===== src/rtl/qa_counter_unit.sv =====
// qa_counter_unit: up/down counter with wrap/saturate boundary mode, load, compare strobe and optional prescaler
//
// Ports:
//   sysClk        in   rising-edge system clock
//   sysReset      in   asynchronous active-high reset
//   enable        in   count enable; low holds count and prescaler
//   dirDown       in   0 = count up, 1 = count down
//   modeSaturate  in   0 = wrap at boundary, 1 = hold at boundary
//   load          in   synchronous load strobe, overrides counting
//   loadValue     in   [WIDTH]          value written on load
//   compareValue  in   [WIDTH]          match value for comparePulse
//   prescaleDiv   in   [PRESCALE_WIDTH] prescaler divisor minus one
//   count         out  [WIDTH]          registered counter value
//   terminalPulse out  one-cycle strobe after a tick taken at the boundary
//   comparePulse  out  one-cycle strobe after count is written with compareValue
//
// Build option: define QA_COUNTER_PRESCALER_EN to include the prescaler;
// without it every enabled cycle is a tick and prescaleDiv is ignored.
module qa_counter_unit #(
  parameter int WIDTH = 8,
  parameter int PRESCALE_WIDTH = 4
) (
  input  logic                      sysClk,
  input  logic                      sysReset,
  input  logic                      enable,
  input  logic                      dirDown,
  input  logic                      modeSaturate,
  input  logic                      load,
  input  logic [WIDTH-1:0]          loadValue,
  input  logic [WIDTH-1:0]          compareValue,
  input  logic [PRESCALE_WIDTH-1:0] prescaleDiv,
  output logic [WIDTH-1:0]          count,
  output logic                      terminalPulse,
  output logic                      comparePulse
);
  logic             w_tick;
  logic             w_boundary;
  logic [WIDTH-1:0] w_step;
  logic [WIDTH-1:0] w_next;
`ifdef QA_COUNTER_PRESCALER_EN
  logic [PRESCALE_WIDTH-1:0] r_pre;
  logic                      w_expired;
  assign w_expired = r_pre == prescaleDiv;
  assign w_tick = enable && w_expired;
  always_ff @(posedge sysClk or posedge sysReset) begin
    if (sysReset) r_pre <= '0;
    else if (load) r_pre <= '0;
    else if (enable) r_pre <= w_expired ? '0 : r_pre + PRESCALE_WIDTH'(1);
  end
`else
  logic w_unused_div;
  assign w_unused_div = ^prescaleDiv;
  assign w_tick = enable;
`endif
  assign w_boundary = dirDown ? (count == '0) : (count == '1);
  // modulo arithmetic already produces the wrapped value at the boundary
  assign w_step = dirDown ? count - WIDTH'(1) : count + WIDTH'(1);
  assign w_next = (w_boundary && modeSaturate) ? count : w_step;
  always_ff @(posedge sysClk or posedge sysReset) begin
    if (sysReset) begin
      count         <= '0;
      terminalPulse <= 1'b0;
      comparePulse  <= 1'b0;
    end else begin
      count         <= load ? loadValue : (w_tick ? w_next : count);
      terminalPulse <= !load && w_tick && w_boundary;
      comparePulse  <= load ? (loadValue == compareValue) : (w_tick && w_next == compareValue);
    end
  end
endmodule

===== config.mk =====
export PLATFORM = sky130hd
export DESIGN_NAME = qa_counter_unit
export DESIGN_NICKNAME = d
export VERILOG_FILES = /design/src/rtl/qa_counter_unit.sv
export SDC_FILE = /design/constraint.sdc
export NUM_CORES = 1
export LEC_CHECK = 0
export ABC_AREA = 0
export BUFFER_PORTS_ARGS = -buffer_cell sky130_fd_sc_hd__buf_2
export CORE_MARGIN = 5
export CORE_UTILIZATION = 54
export DETAILED_ROUTE_END_ITERATION = 10
export GPL_TIMING_DRIVEN = 0
export PLACE_DENSITY = 0.95
export SYNTH_ARGS = -nofsm -noshare
export SYNTH_HDL_FRONTEND = slang
export SYNTH_SLANG_ARGS = --single-unit

===== constraint.sdc =====
create_clock -name sysClk -period 4 [get_ports sysClk]
set_input_delay 0.4 -clock sysClk [delete_from_list [all_inputs] [get_ports sysClk]]
set_output_delay 0.4 -clock sysClk [all_outputs]
set_load 0.01 [all_outputs]

Word-level counts from Yosys, hierarchy flattened
Cells that the tools add are included.
{"block": "word_totals", "register_bits": 10, "input_bits": 26, "output_inout_bits": 10, "word_cells": 21}
{"block": "op_classes", "n_reduce_logical": 7, "muxes": 6, "addsub": 2, "n_eq_ne": 3}
{"cell": "two-way mux 8 bit", "count": 4}
{"cell": "== test 8 bit", "count": 2}
{"cell": "adder 8 x 1 -> 8 bit (second input constant)", "count": 1}
{"cell": "== test 8 bit (second input constant)", "count": 1}
{"cell": "logical NOT 8 bit", "count": 1}
{"cell": "subtractor 8 x 1 -> 8 bit (second input constant)", "count": 1}
{"cell": "logical AND 1 bit", "count": 4}
{"cell": "two-way mux 1 bit", "count": 2}
{"cell": "nonzero test 2 bit", "count": 1}
{"cell": "logical NOT 1 bit", "count": 1}

Longest topological paths before layout
Gate-level depths: netlist (run 1).
{"block": "depth", "word_depth": 7, "depth_mapped": 8, "mapped_depth_nobuf": 8}

Least setup slack after synthesis (run 1)
No wires, ideal clock.
{"block": "synth_path", "path_type": "register to register", "startpoint": "register count[0]", "endpoint": "register comparePulse", "synth_period_minus_slack_ns": 2.450, "path_stages_with_launch": 8, "arrival_time_ns": 2.354, "path_slack_ns": 1.550, "n_path_buf": 0, "cell_sequence": "dfrtp_1 > nand4b_2 > or4_4 > a221oi_2 > mux2_1 > o221ai_1 > or4b_1 > o31ai_1"}
{"block": "synth_via", "elab_chain_len": 7}
{"item": "from (decl)", "line_no": "32", "text": "output logic [WIDTH-1:0] count,"}
{"item": "from (signal assigned)", "line_no": "65", "text": "count <= load ? loadValue : (w_tick ? w_next : count);"}
{"item": "parallel branches: the longest is 3 deep, another holds adder 8 x 1 -> 8 bit"}
{"item": "two-way mux 8 bit *", "line_no": "58", "text": "assign w_next = (w_boundary && modeSaturate) ? count : w_step;"}
{"item": "== test 8 bit *", "line_no": "67", "text": "comparePulse <= load ? (loadValue == compareValue) : (w_tick && w_next == compareValue);"}
{"item": "logical AND 1 bit *", "line_no": "67"}
{"item": "two-way mux 1 bit *", "line_no": "67"}
{"item": "to (signal assigned)", "line_no": "67"}
{"item": "to (decl)", "line_no": "34", "text": "output logic comparePulse"}
Every way passes the cells marked *.
A chain may end at the register's enable or synchronous reset.

Final worst setup path (run 1)
Ends and elaborated chain as after synthesis.

==> run_summary.xml, run 1 <==
<?xml version="1.0" encoding="UTF-8"?>
<metrics>
  <group name="outcome">
    <metric name="outcome" unit="">completed</metric>
  </group>
  <group name="logic_synthesis">
    <metric name="syn_area_per_cell" unit="um^2">7.95</metric>
    <metric name="synth_cell_types" unit="">38</metric>
    <metric name="synthDominantAreaCellType" unit="">sky130_fd_sc_hd__dfrtp_1</metric>
    <metric name="syn-cell-area" unit="um^2">1110</metric>
    <metric name="synth-seq-cells" unit="">10</metric>
    <metric name="area_share_of_the_largest_cell_type_after_synthesis" unit="%">22.5</metric>
    <metric name="post_synth_inst_count" unit="">140</metric>
    <metric name="synth.yosys.warnings" unit="">0</metric>
    <metric name="synth_seq_area_share" unit="%">22.5</metric>
    <metric name="netlist_top_cells_area" unit="">sky130_fd_sc_hd__dfrtp_1 22%, sky130_fd_sc_hd__xor2_1 10%, sky130_fd_sc_hd__ha_1 6.7%</metric>
    <metric name="synthesis.nets" unit="">173</metric>
  </group>
  <group name="pwr">
    <metric name="power.ir.vdd_worst" unit="mV">0.252</metric>
    <metric name="part_of_the_power_in_registers" unit="%">29.9</metric>
    <metric name="leakage" unit="nW">0.661</metric>
    <metric name="power_density" unit="nW/um^2">347</metric>
    <metric name="swShare" unit="%">41.4</metric>
    <metric name="net-switching-power" unit="W">0.000192</metric>
    <metric name="p_int" unit="W">0.000271</metric>
    <metric name="combinationalPowerShare" unit="%">49.9</metric>
    <metric name="design_power_total" unit="W">0.000463</metric>
    <metric name="power.clock.fraction" unit="%">20.2</metric>
  </group>
  <group name="flow_run">
    <metric name="timing.max_cap.violations" unit="">0</metric>
  </group>
  <group name="min_path">
    <metric name="worstHoldPathType" unit="">in2async</metric>
  </group>
  <group name="critical_path">
    <metric name="critical_path_class" unit="">reg2reg</metric>
    <metric name="critPathCaptureType" unit="">flop</metric>
    <metric name="crit_path_start_kind" unit="">flop</metric>
    <metric name="critical_path_peak_fanout" unit="">7</metric>
    <metric name="r2r_end" unit="">comparePulse</metric>
    <metric name="cp_data_arrival_time" unit="ps">2900</metric>
    <metric name="setup.reg_to_reg.worst_slack" unit="ps">1280</metric>
    <metric name="reg2reg_depth" unit="">7</metric>
    <metric name="crit-reg2reg-launch" unit="">count[0]</metric>
    <metric name="critPathRequiredTime" unit="ps">4190</metric>
  </group>
  <group name="timing">
    <metric name="timing_hold_violations_final" unit="">0</metric>
    <metric name="setup_total_negative_slack" unit="ps">0</metric>
    <metric name="worst-slew-pin-transition" unit="ps">786</metric>
    <metric name="max_transition_viols_final" unit="">0</metric>
    <metric name="finalCritPeriodShare" unit="%">67.9</metric>
    <metric name="fmaxAchievable" unit="GHz">0.368</metric>
    <metric name="report.final.setup_viol" unit="">0</metric>
    <metric name="max-slew-margin-rel" unit="%">47.3</metric>
    <metric name="finalClockSkew" unit="ps">10.3</metric>
    <metric name="timing.final.crit_period" unit="ps">2720</metric>
    <metric name="setup_repair_after_global_routing_missed_its_margin" unit="">false</metric>
  </group>
  <group name="grt">
    <metric name="first_global_vias" unit="">1236</metric>
    <metric name="gr-usage-all-layers" unit="%">22.1</metric>
    <metric name="grt_pass1_wl" unit="um">5470</metric>
    <metric name="maximum_number_of_pins_on_one_net_before_global_route_repair" unit="">11</metric>
    <metric name="grt_antenna_before_repair" unit="">0</metric>
    <metric name="globalRouteOverflowTotal" unit="">0</metric>
  </group>
  <group name="die">
    <metric name="floorplan.die.width" unit="um">55.4</metric>
    <metric name="core_area" unit="um^2">1960</metric>
    <metric name="initial_utilization" unit="%">56.7</metric>
    <metric name="die_y" unit="um">55.4</metric>
    <metric name="design.portCount" unit="">36</metric>
    <metric name="placement_rows" unit="">16</metric>
    <metric name="die_area" unit="um^2">3070</metric>
  </group>
  <group name="finish">
    <metric name="final_layout_size_suffix_gt1_share" unit="%">23.6</metric>
    <metric name="ff_latch_area" unit="um^2">250</metric>
    <metric name="finish.utilization" unit="%">67.9</metric>
    <metric name="finalNetCount" unit="">208</metric>
    <metric name="combined_area_of_the_multi_input_logic_cells" unit="um^2">825</metric>
    <metric name="final.fill_count" unit="">170</metric>
    <metric name="antenna_cells_inserted" unit="">0</metric>
    <metric name="area_overhead_vs_synth" unit="%">19.8</metric>
  </group>
  <group name="clock_network">
    <metric name="cts.hold.buffers_added" unit="">0</metric>
    <metric name="clk_pin_slew_worst_paths" unit="ps">70</metric>
    <metric name="cts.root.buffer_cell" unit="">sky130_fd_sc_hd__clkbuf_4</metric>
    <metric name="ctsResizeCount" unit="">0</metric>
    <metric name="tritoncts" unit="">built</metric>
    <metric name="clock_tree.buffer_depth" unit="">2</metric>
    <metric name="postCtsSetupBuffers" unit="">0</metric>
    <metric name="clock-sinks" unit="">10</metric>
    <metric name="worst_skew_pair.late_latency" unit="ps">280</metric>
    <metric name="cts_made_buffers" unit="">3</metric>
    <metric name="h-tree-depth" unit="">1</metric>
  </group>
  <group name="place">
    <metric name="gp_weighted_congestion" unit="">0.916</metric>
    <metric name="dpl.hpwl" unit="um">2600</metric>
    <metric name="io_buffer_count" unit="">30</metric>
  </group>
  <group name="routing">
    <metric name="drtPass1Iterations" unit="">5</metric>
    <metric name="detail-route-antenna-nets" unit="">0</metric>
    <metric name="vias_per_cell" unit="">6.20</metric>
    <metric name="drt_first_iter_violations" unit="">71</metric>
    <metric name="routed-via-count" unit="">1246</metric>
    <metric name="routedWlPerCell" unit="um">16.6</metric>
    <metric name="drt-total-wl" unit="um">3340</metric>
    <metric name="drt_drc_violations_left" unit="">0</metric>
  </group>
</metrics>
-- layer usage --
metal	vias up	wire length [um]	GRT usage (%)
met1	561	1270	24.3
li1	584	-	-
met5	-	0	0
met2	84	1650	37.2
met3	17	302	7.69
met4	0	118	11.5
-- state kept, by name, indices dropped and copies added, names as in the netlist --
| name | cells |
|---|---|
| terminalPulse | 1 |
| count | 8 |
| comparePulse | 1 |
-- through the flow --
stage                     std cells  area [um^2]  hold slack [ps]  setup WS, ps
after floorplan                 140         1110              240          1550
after global placement          197         1300              391          1200
after detailed placement        197         1300              412          1170
after CTS                       201         1330              118          1300
after global routing            201         1330              128          1150
final                           201         1330              109          1280
-- cell families (layout without fill, tap and decap cells) --
| kind of cell | Yosys count | after routing | synth area share, % |
|---|---|---|---|
| AO/OA/AOI/OAI | 36 | 36 | 21.4 |
| flip-flops | 10 | 10 | 22.5 |
| adder cells (fa/ha/maj) | 7 | 7 | 8.55 |
| buffers and inverters | 10 | 44 | 3.37 |
| XOR/XNOR | 19 | 19 | 15.0 |
| AND/OR/NAND/NOR | 54 | 54 | 25.5 |
| multiplexers | 4 | 4 | 3.71 |
-- synthesized netlist by cell type (all sizes together) --
cell     count
inv          7
clkbuf       3
or4b         1
nor3         5
nand2       19
dfrtp       10
nor4         4
o21a         1
a21oi        9
mux2i        3
and2b        1
and3         3
nand4b       1
or4          1
xnor2        6
mux2         1
o31ai        2
ha           6
a31o         2
a221oi       1
nor2b        1
or3          2
a21boi       2
and2         1
nand4        3
o21ai       10
nand3        5
o2bb2ai      1
o41ai        1
xor2        13
a31oi        1
nand2b       1
fa           1
a21o         3
o221ai       2
a311oi       1
nor2         6
-- area by class of cell --
class                   instances  share of cell area, %
plain buffers                   3                  0.845
clock buffers                   4                   2.72
inverters                       7                   1.97
multi-input cells             120                   61.9
flip-flops and latches         10                   18.8
well taps                      27                   2.54
repair buffers                 30                   11.3
-- power by group through the flow --
stage	logic, W	registers [W]	clock network (W)
final	0.000231	0.000138	0.0000937
after global routing	0.000252	0.000140	0.000100
after CTS	0.000228	0.000137	0.0000949
after detailed placement	0.000226	0.000139	0
after global placement	0.000215	0.000138	0
after floorplan	0.000153	0.000140	0
-- how the worst max path moves through the flow --
| stage | startpoint | endpoint | cells after the start |
|---|---|---|---|
| 2_1_floorplan | count[0] | comparePulse | 7 |
| 3_3_place_gp | dirDown | comparePulse | 8 |
| 3_5_place_dp | dirDown | comparePulse | 8 |
| 4_1_cts | count[0] | comparePulse | 7 |
| 5_1_grt | count[0] | comparePulse | 7 |
| 6_report | count[0] | comparePulse | 7 |
-- worst max-delay path: stages, from the launching register on --
cell	delay, ps
sky130_fd_sc_hd__dfrtp_1	540
sky130_fd_sc_hd__nand4b_2	210
sky130_fd_sc_hd__or4_4	560
sky130_fd_sc_hd__a221oi_2	240
sky130_fd_sc_hd__mux2_1	190
sky130_fd_sc_hd__o221ai_1	110
sky130_fd_sc_hd__or4b_1	530
sky130_fd_sc_hd__o31ai_1	250
-- cells in the final DEF (no fill, tap or decap), types with 3 or more instances in the layout --
master and count:
sky130_fd_sc_hd__a21oi_1 9, sky130_fd_sc_hd__inv_1 7, sky130_fd_sc_hd__buf_2 30, sky130_fd_sc_hd__clkbuf_1 3, sky130_fd_sc_hd__a21o_1 3, sky130_fd_sc_hd__nor2_1 6, sky130_fd_sc_hd__mux2i_1 3, sky130_fd_sc_hd__and3_1 3
sky130_fd_sc_hd__nand4_1 3, sky130_fd_sc_hd__nor4_1 4, sky130_fd_sc_hd__nand3_1 5, sky130_fd_sc_hd__nand2_1 19, sky130_fd_sc_hd__dfrtp_1 10, sky130_fd_sc_hd__o21ai_0 10, sky130_fd_sc_hd__nor3_1 5, sky130_fd_sc_hd__clkbuf_4 3
sky130_fd_sc_hd__xor2_1 13, sky130_fd_sc_hd__xnor2_1 6, sky130_fd_sc_hd__ha_1 6
No activity file was read; power rests on OpenSTA's default activity.
==> run 2, diff against run 1 <==
- CORE_UTILIZATION: 54 -> 45
- PLACE_DENSITY: 0.95 -> 0.86
- clock period: 4 -> 2.3 ns (I/O delays scaled with it)
==> run 2 against run 1 <==
  * The flow now finishes with violations (setup timing)
  * Critical path depth unchanged
  * First-iteration DRC count shrank 42%
  * Combinational power up 99%
  * Register-to-register slack got worse by 1400 ps
  * Critical path type unchanged
  * Largest cell class unchanged
==> run_summary.xml, run 2 (synthesis results as in run 1) <==
<?xml version="1.0" encoding="UTF-8"?>
<metrics>
  <group name="finish">
    <metric name="largest_register_ffs" unit="">8</metric>
    <metric name="most_frequent_standard_cell_in_the_layout_excluding_fill_and_tap_cells" unit="">sky130_fd_sc_hd__buf_2</metric>
    <metric name="layout.cells.non_filler" unit="">207</metric>
    <metric name="most-common-layout-cells" unit="">31 x sky130_fd_sc_hd__buf_2, 19 x sky130_fd_sc_hd__nand2_1, 13 x sky130_fd_sc_hd__xor2_1</metric>
    <metric name="largest_registers" unit="">count x8, comparePulse x1, terminalPulse x1</metric>
    <metric name="area_overhead_vs_synth" unit="%">36.3</metric>
    <metric name="finalNetCount" unit="">211</metric>
    <metric name="final_layout_size_suffix_gt1_share" unit="%">37.3</metric>
    <metric name="max_flop_register" unit="">count</metric>
    <metric name="antenna_cells_inserted" unit="">0</metric>
    <metric name="stdcell_area" unit="um^2">1520</metric>
  </group>
  <group name="die">
    <metric name="die_area" unit="um^2">3570</metric>
    <metric name="design.portCount" unit="">36</metric>
    <metric name="core_area" unit="um^2">2410</metric>
    <metric name="die_y" unit="um">59.7</metric>
    <metric name="floorplan.die.width" unit="um">59.7</metric>
    <metric name="placement_rows" unit="">18</metric>
    <metric name="initial_utilization" unit="%">46.2</metric>
  </group>
  <group name="critical_path">
    <metric name="timing.critical_path.from" unit="">count[4]</metric>
    <metric name="cp_data_arrival_time" unit="ps">2650</metric>
    <metric name="critPathCaptureType" unit="">flop</metric>
    <metric name="crit-reg2reg-launch" unit="">count[4]</metric>
    <metric name="critical_path_class" unit="">reg2reg</metric>
    <metric name="crit_path_start_kind" unit="">flop</metric>
    <metric name="critical_path_peak_fanout" unit="">5</metric>
    <metric name="critPathRequiredTime" unit="ps">2490</metric>
  </group>
  <group name="grt">
    <metric name="gr-usage-all-layers" unit="%">21.5</metric>
    <metric name="first_global_vias" unit="">1293</metric>
    <metric name="maximum_number_of_pins_on_one_net_before_global_route_repair" unit="">11</metric>
    <metric name="grt_antenna_before_repair" unit="">0</metric>
    <metric name="grt_pass1_wl" unit="um">5780</metric>
    <metric name="globalRouteOverflowTotal" unit="">0</metric>
  </group>
  <group name="timing">
    <metric name="max-slew-margin-rel" unit="%">67.4</metric>
    <metric name="setup_ws" unit="ps">-162</metric>
    <metric name="timing.final.crit_period" unit="ps">2460</metric>
    <metric name="setup_repair_after_global_routing_missed_its_margin" unit="">true</metric>
    <metric name="report.final.setup_viol" unit="">1</metric>
    <metric name="timing_hold_violations_final" unit="">0</metric>
    <metric name="finalCritPeriodShare" unit="%">107</metric>
    <metric name="finalClockSkew" unit="ps">4.34</metric>
    <metric name="max_transition_viols_final" unit="">0</metric>
    <metric name="worst-slew-pin-transition" unit="ps">488</metric>
    <metric name="fmaxAchievable" unit="GHz">0.406</metric>
    <metric name="timing.hold.ws" unit="ps">193</metric>
  </group>
  <group name="flow_run">
    <metric name="timing.max_cap.violations" unit="">0</metric>
  </group>
  <group name="routing">
    <metric name="drtPass1Iterations" unit="">4</metric>
    <metric name="vias_per_cell" unit="">6.07</metric>
    <metric name="drt_first_iter_violations" unit="">41</metric>
    <metric name="drt-total-wl" unit="um">3560</metric>
    <metric name="detail-route-antenna-nets" unit="">0</metric>
    <metric name="drt_drc_violations_left" unit="">0</metric>
    <metric name="routedWlPerCell" unit="um">17.2</metric>
    <metric name="routed-via-count" unit="">1257</metric>
  </group>
  <group name="clock_network">
    <metric name="tritoncts" unit="">built</metric>
    <metric name="h-tree-depth" unit="">1</metric>
    <metric name="clock_tree.buffer_depth" unit="">2</metric>
    <metric name="cts_made_buffers" unit="">3</metric>
    <metric name="clock-sinks" unit="">10</metric>
    <metric name="cts.root.buffer_cell" unit="">sky130_fd_sc_hd__clkbuf_4</metric>
    <metric name="worst_skew_pair.late_latency" unit="ps">270</metric>
    <metric name="clk_pin_slew_worst_paths" unit="ps">70</metric>
  </group>
  <group name="place">
    <metric name="dpl.hpwl" unit="um">2740</metric>
    <metric name="place.detailed.instances" unit="">200</metric>
    <metric name="gp_weighted_congestion" unit="">0.910</metric>
    <metric name="io_buffer_count" unit="">30</metric>
    <metric name="placedInstanceArea" unit="um^2">1380</metric>
  </group>
  <group name="outcome">
    <metric name="outcome" unit="">complete, but fails checks</metric>
    <metric name="violations_in_the_final_reports" unit="">setup timing</metric>
  </group>
  <group name="pwr">
    <metric name="power.ir.vdd_worst" unit="mV">0.412</metric>
    <metric name="power_density" unit="nW/um^2">584</metric>
    <metric name="design_power_total" unit="W">0.000885</metric>
    <metric name="leakage" unit="nW">0.691</metric>
  </group>
  <group name="min_path">
    <metric name="min_from" unit="">loadValue[7]</metric>
    <metric name="worstHoldPathType" unit="">in2reg</metric>
  </group>
</metrics>
[run 2: changes by cell type in the layout (fill, tap and decap cells not counted), sizes merged]
| cell | before | now |
|---|---|---|
| dlygate4sd3 | 0 | 1 |
| buf | 30 | 32 |
[run 2: metrics by stage]
| stage | worst slack (ps) | TNS (ps) | util, % |
|---|---|---|---|
| floorplan | 25.9 | 0 | - |
| finish | -162 | -162 | 62.9 |
| global placement | -181 | -181 | 57.1 |
| CTS | -143 | -143 | 61.9 |
| detailed placement | -351 | -351 | 57.1 |
| global route | -241 | -241 | 62.9 |
[run 2: cell type report]
type | instances | area, um^2
Buffer | 3 | 11.3
Clock buffer | 4 | 36.3
Fill cell | 208 | 893
Inverter | 7 | 26.3
Multi-Input combinational cell | 120 | 972
Sequential cell | 10 | 260
Tap cell | 30 | 37.5
Timing Repair Buffer | 33 | 173
[run 2: what timing repair did]
item	in CTS	in global routing
setup buffers	2	0
hold buffers	1	0
endpoints found under the setup margin	1	2
gates resized for setup	11	4
endpoints found under the hold margin	10	0
pin swaps	3	1
[run 2: per-layer routing]
layer / track usage (%) / vias to the layer above / wire, um
met4: 13.6 / 0 / 163
li1: - / 584 / -
met1: 25.5 / 591 / 1410
met3: 1.30 / 17 / 194
met5: 0 / - / 0
met2: 37.2 / 65 / 1790
[run 2: final timing paths]
path,slack [ps],to,depth (start not counted)
max,-160,comparePulse,7
max in group asynchronous,1530,count[0],3
max reg2reg,-160,comparePulse,7
min,190,count[7],3
min in group asynchronous,470,comparePulse,3
min reg2reg,710,count[7],2
[run 2: critical path, stage by stage, from the launching register on]
cell                      delay, ps
sky130_fd_sc_hd__dfrtp_2        490
sky130_fd_sc_hd__nor4_4         350
sky130_fd_sc_hd__nand4_1        260
sky130_fd_sc_hd__a21oi_1        220
sky130_fd_sc_hd__xor2_1         160
sky130_fd_sc_hd__o21ai_0        120
sky130_fd_sc_hd__or4b_4         550
sky130_fd_sc_hd__o31ai_4        220
[run 2: power by group]
| group | leakage (nW) | internal (W) | switching, W |
|---|---|---|---|
| sequential | 0.115 | 0.000201 | 0.0000631 |
| combinational | 0.555 | 0.000213 | 0.000247 |
| clock | 0.0210 | 0.0000963 | 0.0000641 |
==> run 3, diff against run 2 <==
- HOLD_SLACK_MARGIN: default -> 0.02
- PLACE_DENSITY: 0.86 -> 0.87
==> run 3 against run 2 <==
  * The run ends with DRC, setup timing left
  * Critical path depth is the same
  * Maximum frequency fell by 1.0%
  * Clock-buffer cell count stayed put
  * Sequential power down 3%
  * Clock skew is 2.8 ps higher
  * Final cell count increased by 3.4%
  * Wire length up 7.4%
  * Worst hold slack got worse by 5.4 ps
  * Combinational power increased by 12%
  * Via count rose by 4.6%
  * Global-route usage down 1.1 points
  * Critical path type unchanged
  * Highest routed layer unchanged
==> run_summary.xml, run 3 (synthesis results as in run 1) <==
<?xml version="1.0" encoding="UTF-8"?>
<metrics>
  <group name="die">
    <metric name="die_area" unit="um^2">3570</metric>
    <metric name="die_y" unit="um">59.7</metric>
    <metric name="placement_rows" unit="">18</metric>
    <metric name="floorplan.die.width" unit="um">59.7</metric>
    <metric name="initial_utilization" unit="%">46.2</metric>
    <metric name="core_area" unit="um^2">2410</metric>
    <metric name="design.portCount" unit="">36</metric>
  </group>
  <group name="critical_path">
    <metric name="worst_path_dominant_cell_family" unit="">simple AND/OR/NAND/NOR gates</metric>
    <metric name="timing.critical_path.from" unit="">count[1]</metric>
    <metric name="reg2reg_depth" unit="">7</metric>
    <metric name="crit-reg2reg-launch" unit="">count[1]</metric>
    <metric name="r2r_end" unit="">comparePulse</metric>
    <metric name="sequence_of_cells_on_the_critical_path" unit="">nand3_2 -&gt; or4_4 -&gt; a221oi_2 -&gt; mux2_4 -&gt; o221ai_2 -&gt; or4b_1 -&gt; o31ai_2</metric>
    <metric name="critPathCaptureType" unit="">flop</metric>
    <metric name="worst_path_max_delay_cell" unit="">sky130_fd_sc_hd__or4_4</metric>
    <metric name="critical_path_peak_fanout" unit="">8</metric>
    <metric name="critical_path_class" unit="">reg2reg</metric>
    <metric name="worst-path-buf-inv" unit="">0</metric>
    <metric name="setup.reg_to_reg.worst_slack" unit="ps">-190</metric>
    <metric name="critPathMaxStageDelay" unit="ps">560</metric>
    <metric name="critPathRequiredTime" unit="ps">2480</metric>
    <metric name="cp_data_arrival_time" unit="ps">2670</metric>
    <metric name="critPathCapture" unit="">comparePulse</metric>
    <metric name="critical_path_depth" unit="">7</metric>
    <metric name="crit_path_start_kind" unit="">flop</metric>
  </group>
  <group name="clock_network">
    <metric name="cts.root.buffer_cell" unit="">sky130_fd_sc_hd__clkbuf_4</metric>
    <metric name="worst_skew_pair.late_latency" unit="ps">270</metric>
    <metric name="clock-sinks" unit="">10</metric>
    <metric name="tritoncts" unit="">built</metric>
    <metric name="clock_tree.buffer_depth" unit="">2</metric>
    <metric name="h-tree-depth" unit="">1</metric>
    <metric name="cts_made_buffers" unit="">3</metric>
    <metric name="clk_pin_slew_worst_paths" unit="ps">80</metric>
  </group>
  <group name="grt">
    <metric name="grt_pass1_wl" unit="um">5530</metric>
    <metric name="globalRouteOverflowTotal" unit="">0</metric>
    <metric name="grt_antenna_before_repair" unit="">0</metric>
    <metric name="first_global_vias" unit="">1183</metric>
    <metric name="maximum_number_of_pins_on_one_net_before_global_route_repair" unit="">11</metric>
    <metric name="gr-usage-all-layers" unit="%">20.4</metric>
  </group>
  <group name="timing">
    <metric name="finalCritPeriodShare" unit="%">108</metric>
    <metric name="setup_repair_after_global_routing_missed_its_margin" unit="">true</metric>
    <metric name="report.final.setup_viol" unit="">1</metric>
    <metric name="worst-slew-pin-transition" unit="ps">486</metric>
    <metric name="setup_ws" unit="ps">-188</metric>
    <metric name="timing.final.crit_period" unit="ps">2490</metric>
    <metric name="max_transition_viols_final" unit="">0</metric>
    <metric name="timing_hold_violations_final" unit="">0</metric>
    <metric name="max-slew-margin-rel" unit="%">67.6</metric>
    <metric name="fmaxAchievable" unit="GHz">0.402</metric>
    <metric name="finalClockSkew" unit="ps">7.19</metric>
  </group>
  <group name="pwr">
    <metric name="design_power_total" unit="W">0.000937</metric>
    <metric name="power_density" unit="nW/um^2">585</metric>
    <metric name="power.ir.vdd_worst" unit="mV">0.390</metric>
    <metric name="leakage" unit="nW">0.740</metric>
  </group>
  <group name="routing">
    <metric name="vias_per_cell" unit="">6.14</metric>
    <metric name="drtPass1Iterations" unit="">8</metric>
    <metric name="routedWlPerCell" unit="um">17.9</metric>
    <metric name="drt_first_iter_violations" unit="">55</metric>
    <metric name="drt_drc_violations_left" unit="">1</metric>
    <metric name="detail-route-antenna-nets" unit="">0</metric>
    <metric name="drt-total-wl" unit="um">3820</metric>
    <metric name="routed-via-count" unit="">1315</metric>
  </group>
  <group name="finish">
    <metric name="most-common-layout-cells" unit="">30 x sky130_fd_sc_hd__buf_2, 19 x sky130_fd_sc_hd__nand2_1, 12 x sky130_fd_sc_hd__xor2_1</metric>
    <metric name="final_layout_size_suffix_gt1_share" unit="%">41.8</metric>
    <metric name="largest_registers" unit="">count x8, comparePulse x1, terminalPulse x1</metric>
    <metric name="antenna_cells_inserted" unit="">0</metric>
    <metric name="largest_register_ffs" unit="">8</metric>
    <metric name="area_overhead_vs_synth" unit="%">44.0</metric>
    <metric name="final.fill_count" unit="">186</metric>
    <metric name="layout.cells.non_filler" unit="">214</metric>
    <metric name="most_frequent_standard_cell_in_the_layout_excluding_fill_and_tap_cells" unit="">sky130_fd_sc_hd__buf_2</metric>
    <metric name="max_flop_register" unit="">count</metric>
    <metric name="finalNetCount" unit="">218</metric>
  </group>
  <group name="place">
    <metric name="io_buffer_count" unit="">30</metric>
    <metric name="dpl.hpwl" unit="um">2640</metric>
    <metric name="place.detailed.instances" unit="">200</metric>
    <metric name="pre_cts_slack" unit="ps">-329</metric>
    <metric name="gp_weighted_congestion" unit="">0.968</metric>
  </group>
  <group name="min_path">
    <metric name="worstHoldPathType" unit="">in2reg</metric>
    <metric name="min_from" unit="">loadValue[6]</metric>
  </group>
  <group name="outcome">
    <metric name="outcome" unit="">complete, but fails checks</metric>
    <metric name="violations_in_the_final_reports" unit="">DRC, setup timing</metric>
  </group>
  <group name="flow_run">
    <metric name="timing.max_cap.violations" unit="">0</metric>
  </group>
</metrics>
## run 3: how the worst min path moves through the flow
stage / depth (start not counted) / to
6_report: 3 / count[6]
5_1_grt: 3 / count[6]
4_1_cts: 3 / count[6]
3_5_place_dp: 2 / terminalPulse
3_3_place_gp: 2 / terminalPulse
2_1_floorplan: 1 / comparePulse
## run 3: routing by layer
metal | part of all wire (%) | global-route usage (%)
met5 | 0 | 0
met4 | 4.2 | 6.96
met3 | 8.9 | 1.51
met2 | 48 | 35.0
met1 | 39 | 26.6
## run 3: power by group
part	internal (W)	total (W)	switching [W]
clock network	0.0000962	0.000167	0.0000705
logic	0.000244	0.000513	0.000268
registers	0.000201	0.000257	0.0000560
total	0.000542	0.000937	0.000395
## run 3: cell type report
cell class	count	area (um^2)	share of cell area, %
Multi-Input combinational cell	120	998	62.3
Clock buffer	4	36.3	2.27
Sequential cell	10	260	16.2
Tap cell	30	37.5	2.34
Timing Repair Buffer	40	231	14.5
Inverter	7	26.3	1.64
Buffer	3	11.3	0.703
## run 3: worst register-to-register path: cells and delay by family, from the launching register on
family	cells	cell delay, ps
AOI/OAI and AO/OA	3	520
DFF	1	490
muxes	1	200
and+or+nand+nor	3	1180
## run 3: through the flow
step                instance area (um^2)  hold WS (ps)  setup TNS [ps]  utilization [%]
finish                              1600           188            -188             66.5
detailed placement                  1380           232            -329             57.1
CTS                                 1490           194            -122             61.8
global route                        1600           211            -308             66.5
global placement                    1380           216            -212             57.1
floorplan                           1190          69.7               0                -
## run 3: timing repair
action,CTS,global route
cloned,0,0
buffers inserted,2,7
pin swaps,2,2
resized for setup,9,11
hold buffers,1,0
endpoints found under the setup margin,1,2
endpoints found under the hold margin,10,0
